`src/rtl/blake2_msg_sched.sv`:
```
// blake2_msg_sched: feeds a BLAKE2 core with the zero-padded key block, then the message bytes,
// then zero padding up to the final block boundary, flagging the first and last blocks.
module blake2_msg_sched #(
   parameter int BB = 128,
   parameter int BB_clog2 = $clog2(BB)
) (
   input  logic                clk,
   input  logic                reset,
   input  logic                start_i,
   input  logic [7:0]          kk_i,
   input  logic [7:0]          nn_i,
   input  logic [63:0]         ll_i,
   input  logic                src_valid_i,
   input  logic [7:0]          src_data_i,
   output logic                src_ready_o,
   output logic                core_data_v_o,
   output logic [7:0]          core_data_o,
   input  logic                core_ready_i,
   output logic                core_block_first_o,
   output logic                core_block_last_o,
   output logic [7:0]          core_kk_o,
   output logic [7:0]          core_nn_o,
   output logic [63:0]         core_ll_o,
   input  logic                core_valid_i,
   output logic                busy_o,
   output logic                done_o
);
   localparam logic [2:0] IDLE = 3'd0, KEY = 3'd1, MSG = 3'd2, PAD = 3'd3, WAIT_RES = 3'd4;
   logic [2:0] state;
   logic [BB_clog2-1:0] cnt;
   logic [63:0] rem;
   logic first, pass, emit, xfer, wrap, fits;
   assign pass = (state == KEY) || (state == MSG);
   assign emit = pass || (state == PAD);
   assign src_ready_o = pass & core_ready_i;
   assign core_data_v_o = pass ? src_valid_i : (state == PAD);
   assign core_data_o = pass ? src_data_i : 8'h00;
   assign xfer = core_data_v_o & core_ready_i;
   assign wrap = &cnt;
   // the current message block is the last one when the remaining bytes fit in what is left of it
   assign fits = ({1'b0, rem} + 65'(cnt)) <= 65'(BB);
   assign core_block_first_o = emit & first;
   assign core_block_last_o = emit & ((state == MSG) ? fits : (rem == 64'd0));
   assign busy_o = state != IDLE;
   assign done_o = (state == WAIT_RES) & core_valid_i;
   always_ff @(posedge clk) begin
      if (reset) begin
         state <= IDLE;
         cnt <= '0;
         rem <= '0;
         first <= 1'b0;
         core_kk_o <= '0;
         core_nn_o <= '0;
         core_ll_o <= '0;
      end else begin
         if (xfer) cnt <= cnt + 1'b1;
         if (xfer && wrap) first <= 1'b0;
         if (state == MSG && xfer) rem <= rem - 64'd1;
         case (state)
            IDLE: if (start_i) begin
               core_kk_o <= kk_i;
               core_nn_o <= nn_i;
               core_ll_o <= ll_i + ((kk_i != 8'd0) ? 64'(BB) : 64'd0);
               rem <= ll_i;
               first <= 1'b1;
               cnt <= '0;
               state <= (kk_i != 8'd0) ? KEY : (ll_i != 64'd0) ? MSG : PAD;
            end
            KEY: if (xfer && 8'(cnt) == core_kk_o - 8'd1)
               state <= !wrap ? PAD : (rem != 64'd0) ? MSG : WAIT_RES;
            MSG: if (xfer && rem == 64'd1) state <= wrap ? WAIT_RES : PAD;
            // a pad that ends the key block still has message bytes pending
            PAD: if (xfer && wrap) state <= (rem != 64'd0) ? MSG : WAIT_RES;
            WAIT_RES: if (core_valid_i) state <= IDLE;
            default: state <= IDLE;
         endcase
      end
   end
endmodule

```
`config.mk`:
```
export PLATFORM = sky130hd
export DESIGN_NAME = blake2_msg_sched
export DESIGN_NICKNAME = d
export VERILOG_FILES = /design/src/rtl/blake2_msg_sched.sv
export SDC_FILE = /design/constraint.sdc
export NUM_CORES = 1
export LEC_CHECK = 0
export ABC_CLOCK_PERIOD_IN_PS = 4650
export CELL_PAD_IN_SITES_DETAIL_PLACEMENT = 0
export CELL_PAD_IN_SITES_GLOBAL_PLACEMENT = 1
export CORE_MARGIN = 5
export CORE_UTILIZATION = 25
export CTS_CLUSTER_DIAMETER = 40
export DETAILED_ROUTE_END_ITERATION = 7
export PLACE_DENSITY = 0.65
export RECOVER_POWER = 25
export SLEW_MARGIN = 0
export SYNTH_ARGS = -nofsm -noshare
export SYNTH_HDL_FRONTEND = slang
export SYNTH_SLANG_ARGS = --single-unit
```
`constraint.sdc`:
```
create_clock -name clk -period 4.65 [get_ports clk]
set_clock_uncertainty 0.1 [all_clocks]
set_input_delay 0.93 -clock clk [delete_from_list [all_inputs] [get_ports clk]]
set_output_delay 0.93 -clock clk [all_outputs]
set_load 0.05 [all_outputs]
```
Word level (Yosys, flattened, before mapping)
Cells that the tools add are included.
{ "op_classes": {"div_mod_pow": 0, "multipliers": 0, "n_mux": 24, "n_addsub": 5, "n_bitwise": 5, "magnitude_cmp": 1, "n_eq_ne": 11, "n_reduce_logical": 15, "n_shift": 0} }
{ "ops": {"columns": ["operator", "n"], "rows": [
  ["two-way mux 64 bit", 3],
  ["nonzero test 64 bit", 2],
  ["adder 64 x 7 -> 65 bit", 1],
  ["<= comparator 65 x 8 -> 1 bit (second input constant)", 1],
  ["adder 64 x 8 -> 64 bit", 1],
  ["equality test 64 x 1 -> 1 bit (second input constant)", 1],
  ["logical NOT 64 bit", 1],
  ["subtractor 64 x 1 -> 64 bit (second input constant)", 1],
  ["two-way mux 3 bit", 8],
  ["two-way mux 7 bit", 3],
  ["two-way mux 8 bit", 2],
  ["one-hot mux 3 bit (5 select lines)", 1],
  ["equality test 7 x 8 -> 1 bit", 1],
  ["nonzero test 8 bit", 1],
  ["subtractor 8 x 1 -> 8 bit (second input constant)", 1],
  ["adder 7 x 1 -> 7 bit (second input constant)", 1],
  ["AND reduction 7 bit", 1],
  ["equality test 3 x 2 -> 1 bit (second input constant)", 2],
  ["two-way mux 1 bit", 6],
  ["!= test 2 x 1 -> 1 bit (second input constant)", 3],
  ["bitwise AND 1 bit", 5],
  ["AND reduction 5 bit", 1],
  ["logical AND 1 bit", 4],
  ["!= test 2 bit (second input constant)", 2],
  ["7 further kinds", 8]
]} }
{ "word_totals": {"in_bits": 94, "out_inout_bits": 94, "romBits": 0, "latch_bits": 0, "elab_cells": 68, "mem_count": 0, "ram_bits": 0, "ff_bits": 155} }

Logic depth before layout (Yosys ltp)
{ "logic_depth": {"ltp_word": 8, "ltp_mapped": 12, "depth_no_buf": 11} }

Worst setup path after synthesis
OpenSTA, ideal clock, no wires.
{ "synth_timing": {"path_type": "reg2out", "start": "register cnt[5]", "end": "output core_block_last_o", "arrival_time_ns": 4.161, "n_path_buf": 1, "path_stages_with_launch": 11, "setup_slack_ns": -0.541, "required_ns": 3.620, "cell_sequence": "dfxtp_1 ha_1 clkbuf_1 o21ai_0 a2111oi_0 nand4_1 or4_1 a222oi_1 and3_1 nand4_1 o31ai_1"} }
{ "synth_via": {"elab_chain_len": 4} }
{ "synth_lines": {"columns": ["item", "line_no", "rtl"], "rows": [
  ["start, declared", "30", "logic [BB_clog2-1:0] cnt;"],
  ["start signal, assigned", "56", "if (xfer) cnt <= cnt + 1'b1;"],
  ["adder 64 x 7 -> 65 bit", "41", "assign fits = ({1'b0, rem} + 65'(cnt)) <= 65'(BB);"],
  ["<= comparator 65 x 8 -> 1 bit", "41", null],
  ["two-way mux 1 bit", "43", "assign core_block_last_o = emit & ((state == MSG) ? fits : (rem == 64'd0));"],
  ["bitwise AND 1 bit", "43", null],
  ["end, declared", "20", "output logic core_block_last_o,"]
]} }
Every way passes these cells.

Worst setup path in the final report
{ "layout_timing": {"start": "register cnt[1]", "end": "output core_block_last_o"} }
The elaborated chain is that of the path after synthesis.

==> results.cfg <==
[run_status]
status = finished with violations
violations = max-capacitance violations, max-slew violations

[cells_and_area]
nFillCells = 4346
stdcell_area_sq_um = 14150
syn_to_final_growth_pct = 37.08
diodes = 0
drive_gt1_share_pct = 12.47
fin_nets = 1675
fin_util_pct = 34.64

[setup_path]
endpoint_kind = primary output
cp_slowest_cell = or3_4
required_ns = 3.62
path_max_fanout = 5
crit_top_cell = buf_4
crit_type = reg2out
r2r_start = state[2]$_SDFFE_PP0P_
critical_path.max_stage_delay_ns = 0.35
cp.arrival_ns = 3.54
cp-start-kind = flop
startpoint = cnt[1]$_SDFF_PP0_
worstPathCellList = buf_6, ha_4, a211oi_4, o211ai_1, buf_4, buf_6, nand4_1, buf_4, nor4_2, or3_4, a2111oi_4, buf_4, nand4_1, o31ai_4, buf_12

[logic_synthesis]
yosysSeqAreaShare_pct = 30.07
netlist_area_sq_um = 10320
synth_nets = 1481
yosysWarnings = 0
synth-adder-area-share_pct = 1.867
yosys.area.top_type = dfxtp_1
synth-xor-area-share_pct = 11.34
synth_seq_cells = 155
synth_area_leaders = dfxtp_1 30%, a211oi_1 7.1%, nor2_1 5.8%
synth_top_family_by_area = simple AND/OR/NAND/NOR gates
synthMuxAreaShare_pct = 0.7032
syn_inst = 1373
synth_area_per_cell_sq_um = 7.516
synth_simple_gate_area_share_pct = 33.87
synth_edf_count = 0
synth_top_area_share_pct = 30.07
synth_compound_area_share_pct = 17.11
synth_top_flop_cell = dfxtp_1
ys_types = 72
synthArstFlopShare_pct = 0

[clock_tree]
clock-sinks = 155
clock-root-buffer = clkbuf_16
h-tree-depth = 4
clock_latency_ns = 0.45
cts_tree = built
clk_pin_slew_ns = 0.06
numCtsBuffers = 17
ctsHoldBuffers = 0
clockBufferDepth = 2

[sta]
finalCritPeriodShare_pct = 98.20
hold_viol = 0
slew-limit-headroom_pct = -65.00
slew_violations = 110
tightest_slew_ns = 2.475
rsz0062_at_grt = true
fmax_mhz = 219.0
fin_crit_ns = 4.566
setup_viol = 0

[placement]
gp_congestion = 0.9107
portBuffers = 187
hpwl_mm = 31.85
dpl_cell_area_sq_um = 13050

[power_and_ir_drop]
pwr-share-comb_pct = 42.4
p_sw_share_pct = 42.28
p_per_area_nw_per_um2 = 404.9
clockPowerShare_pct = 25.7
p_leak_nw = 4.714
seqPwrFrac_pct = 31.9
p_sw_mw = 2.422
p_int_mw = 3.305
ir_worst_vdd_mv = 0.2469
power_mw = 5.727

[grt]
antenna_found_initial = 0
grt_overflow = 0
grt_pass1_wl_mm = 63.05
grt_max_degree = 95
grt_pass1_vias = 10433
track_usage_pct = 17.61

[routing]
ant_nets = 0
drt_iter0_markers = 844
wl_per_cell_um = 19.53
drt-total-wl_mm = 41.25
remaining_drc_errors = 0
viasPerCell = 5.191
drt-pass1-iter-count = 7
via_count = 10964

[die]
start_util_pct = 25.27
rows = 74
dieArea_sq_um = 45440
core-area_sq_um = 40830
die_height_um = 213.2
ios = 188
die_w_um = 213.2

[worst_hold_path]
hp-class = reg2reg
hp-start = core_ll_o[8]$_SDFFE_PP0P_

[job]
drv_cap = 2
-- per-stage QoR --
step | TNS, ns | std cells | hold WS (ns) | setup WS, ns
CTS | 0 | 2107 | 0.3585 | 0.0003508
floorplan | 0 | 1373 | 0.3484 | 0.09725
global route | -0.08507 | 2112 | 0.3846 | -0.08507
global placement | 0 | 2064 | 0.3433 | 0.03063
finish | 0 | 2112 | 0.3507 | 0.08365
detailed placement | 0 | 2064 | 0.3494 | 0.01806
-- per-layer routing --
layer | part of all wire (%) | wire [um] | GRT usage, %
met5 | 0 | 0 | 0
met4 | 2.5 | 1016 | 5.504
met3 | 5.6 | 2304 | 2.718
met2 | 44 | 18040 | 27.04
met1 | 48 | 19880 | 25.44
-- layout by cell type, fill, tap and decap left out, types with 5 or more instances in the layout --
master,netlist,routed
a211oi_1,98,97
a21oi_1,50,49
a311oi_1,15,15
a31oi_1,10,10
and2_1,20,20
and3_1,28,28
and4_1,11,10
buf_4,1,79
clkbuf_16,0,17
clkdlybuf4s50_1,0,163
dfxtp_1,155,140
dfxtp_2,0,10
dfxtp_4,0,5
dlygate4sd3_1,0,22
ha_1,13,6
ha_4,0,7
inv_1,28,28
mux2i_1,5,5
nand2_1,152,152
nand3_1,59,57
nand4_1,49,49
nor2_1,160,159
nor3_1,45,42
nor3b_1,6,5
nor4_1,56,45
nor4_2,5,14
o211ai_1,8,8
o21ai_0,31,26
or2_2,7,7
or3_1,43,42
or4_1,11,9
or4_4,3,5
xnor2_1,68,68
xor2_1,63,63
-- power groups by stage --
stage | clock network [mW] | registers (mW) | logic (mW)
2_1_floorplan | 0 | 2.12 | 1.20
3_3_place_gp | 0 | 1.84 | 2.39
3_5_place_dp | 0 | 1.84 | 2.39
4_1_cts | 1.51 | 1.82 | 2.43
5_1_grt | 1.57 | 1.86 | 2.61
6_report | 1.47 | 1.83 | 2.43
-- area by class of cell --
class	count	area, sq um	area share (%)
multi-input cells	1090	7056	49.88
flip-flops and latches	155	3134	22.16
repair buffers	275	2581	18.25
well taps	532	665.6	4.705
clock buffers	21	470.5	3.326
clock inverters	11	133.9	0.9464
inverters	28	105.1	0.7430
-- worst max-delay path, delay by kind of cell (launching register included) --
family / cells / cell delay (ns)
AND/OR/NAND/NOR: 4 / 0.65
adder cells (fa/ha/maj): 1 / 0.24
flip-flops: 1 / 0.32
AO/OA/AOI/OAI: 4 / 0.99
buffers and inverters: 6 / 0.87
-- cells in the mapped netlist (4+ instances only) --
master	n
nor2_1	160
a211oi_1	98
or4_1	11
or2_2	7
nand3_1	59
o21ai_0	31
buf_6	4
buf_2	4
nor2b_1	5
inv_1	28
o211ai_1	8
dfxtp_1	155
nor4_2	5
nor3b_1	6
a21oi_1	50
and3_1	28
a2111oi_0	5
xor2_1	63
or3_1	43
o31a_1	4
a311oi_1	15
nor4b_1	4
o31ai_1	4
nand2_1	152
ha_1	13
mux2i_1	5
a211o_1	4
and2_1	20
nor4_1	56
a31oi_1	10
nand3b_1	4
nand4_1	49
and4_1	11
xnor2_1	68
nand2b_1	5
nor3_1	45
clkbuf_1	88
-- sequential cells by signal (all words and copies together) (netlist names) --
name / cells
core_kk_o: 8
rem: 64
cnt: 7
first: 1
state: 3
core_ll_o: 64
core_nn_o: 8
-- final timing paths --
| kind | to | slack (ns) | cells past startpoint |
|---|---|---|---|
| max | core_block_last_o | 0.08 | 15 |
| min reg2reg | core_ll_o[8]$_SDFFE_PP0P_ | 0.35 | 2 |
| max reg2reg | core_nn_o[6]$_SDFFE_PP0P_ | 0.94 | 4 |
| min | core_ll_o[8]$_SDFFE_PP0P_ | 0.35 | 2 |
-- logic make-up (layout without fill, tap and decap cells) --
| kind of cell | Yosys count | in the layout |
|---|---|---|
| buffers and inverters | 128 | 335 |
| adders and majority gates | 15 | 15 |
| muxes | 7 | 7 |
| AOI/OAI and AO/OA | 255 | 255 |
| DFF | 155 | 155 |
| xor gates and xnor gates | 132 | 132 |
| and+or+nand+nor | 681 | 681 |
-- timing repair --
item | CTS | global route
endpoints found under the setup margin | 1 | 1
resized for setup | 52 | 37
pin swaps | 19 | 25
setup buffers | 11 | 5
cloned | 0 | 0
endpoints found under the hold margin | 0 | 0
No activity file was read; power rests on OpenSTA's default activity.
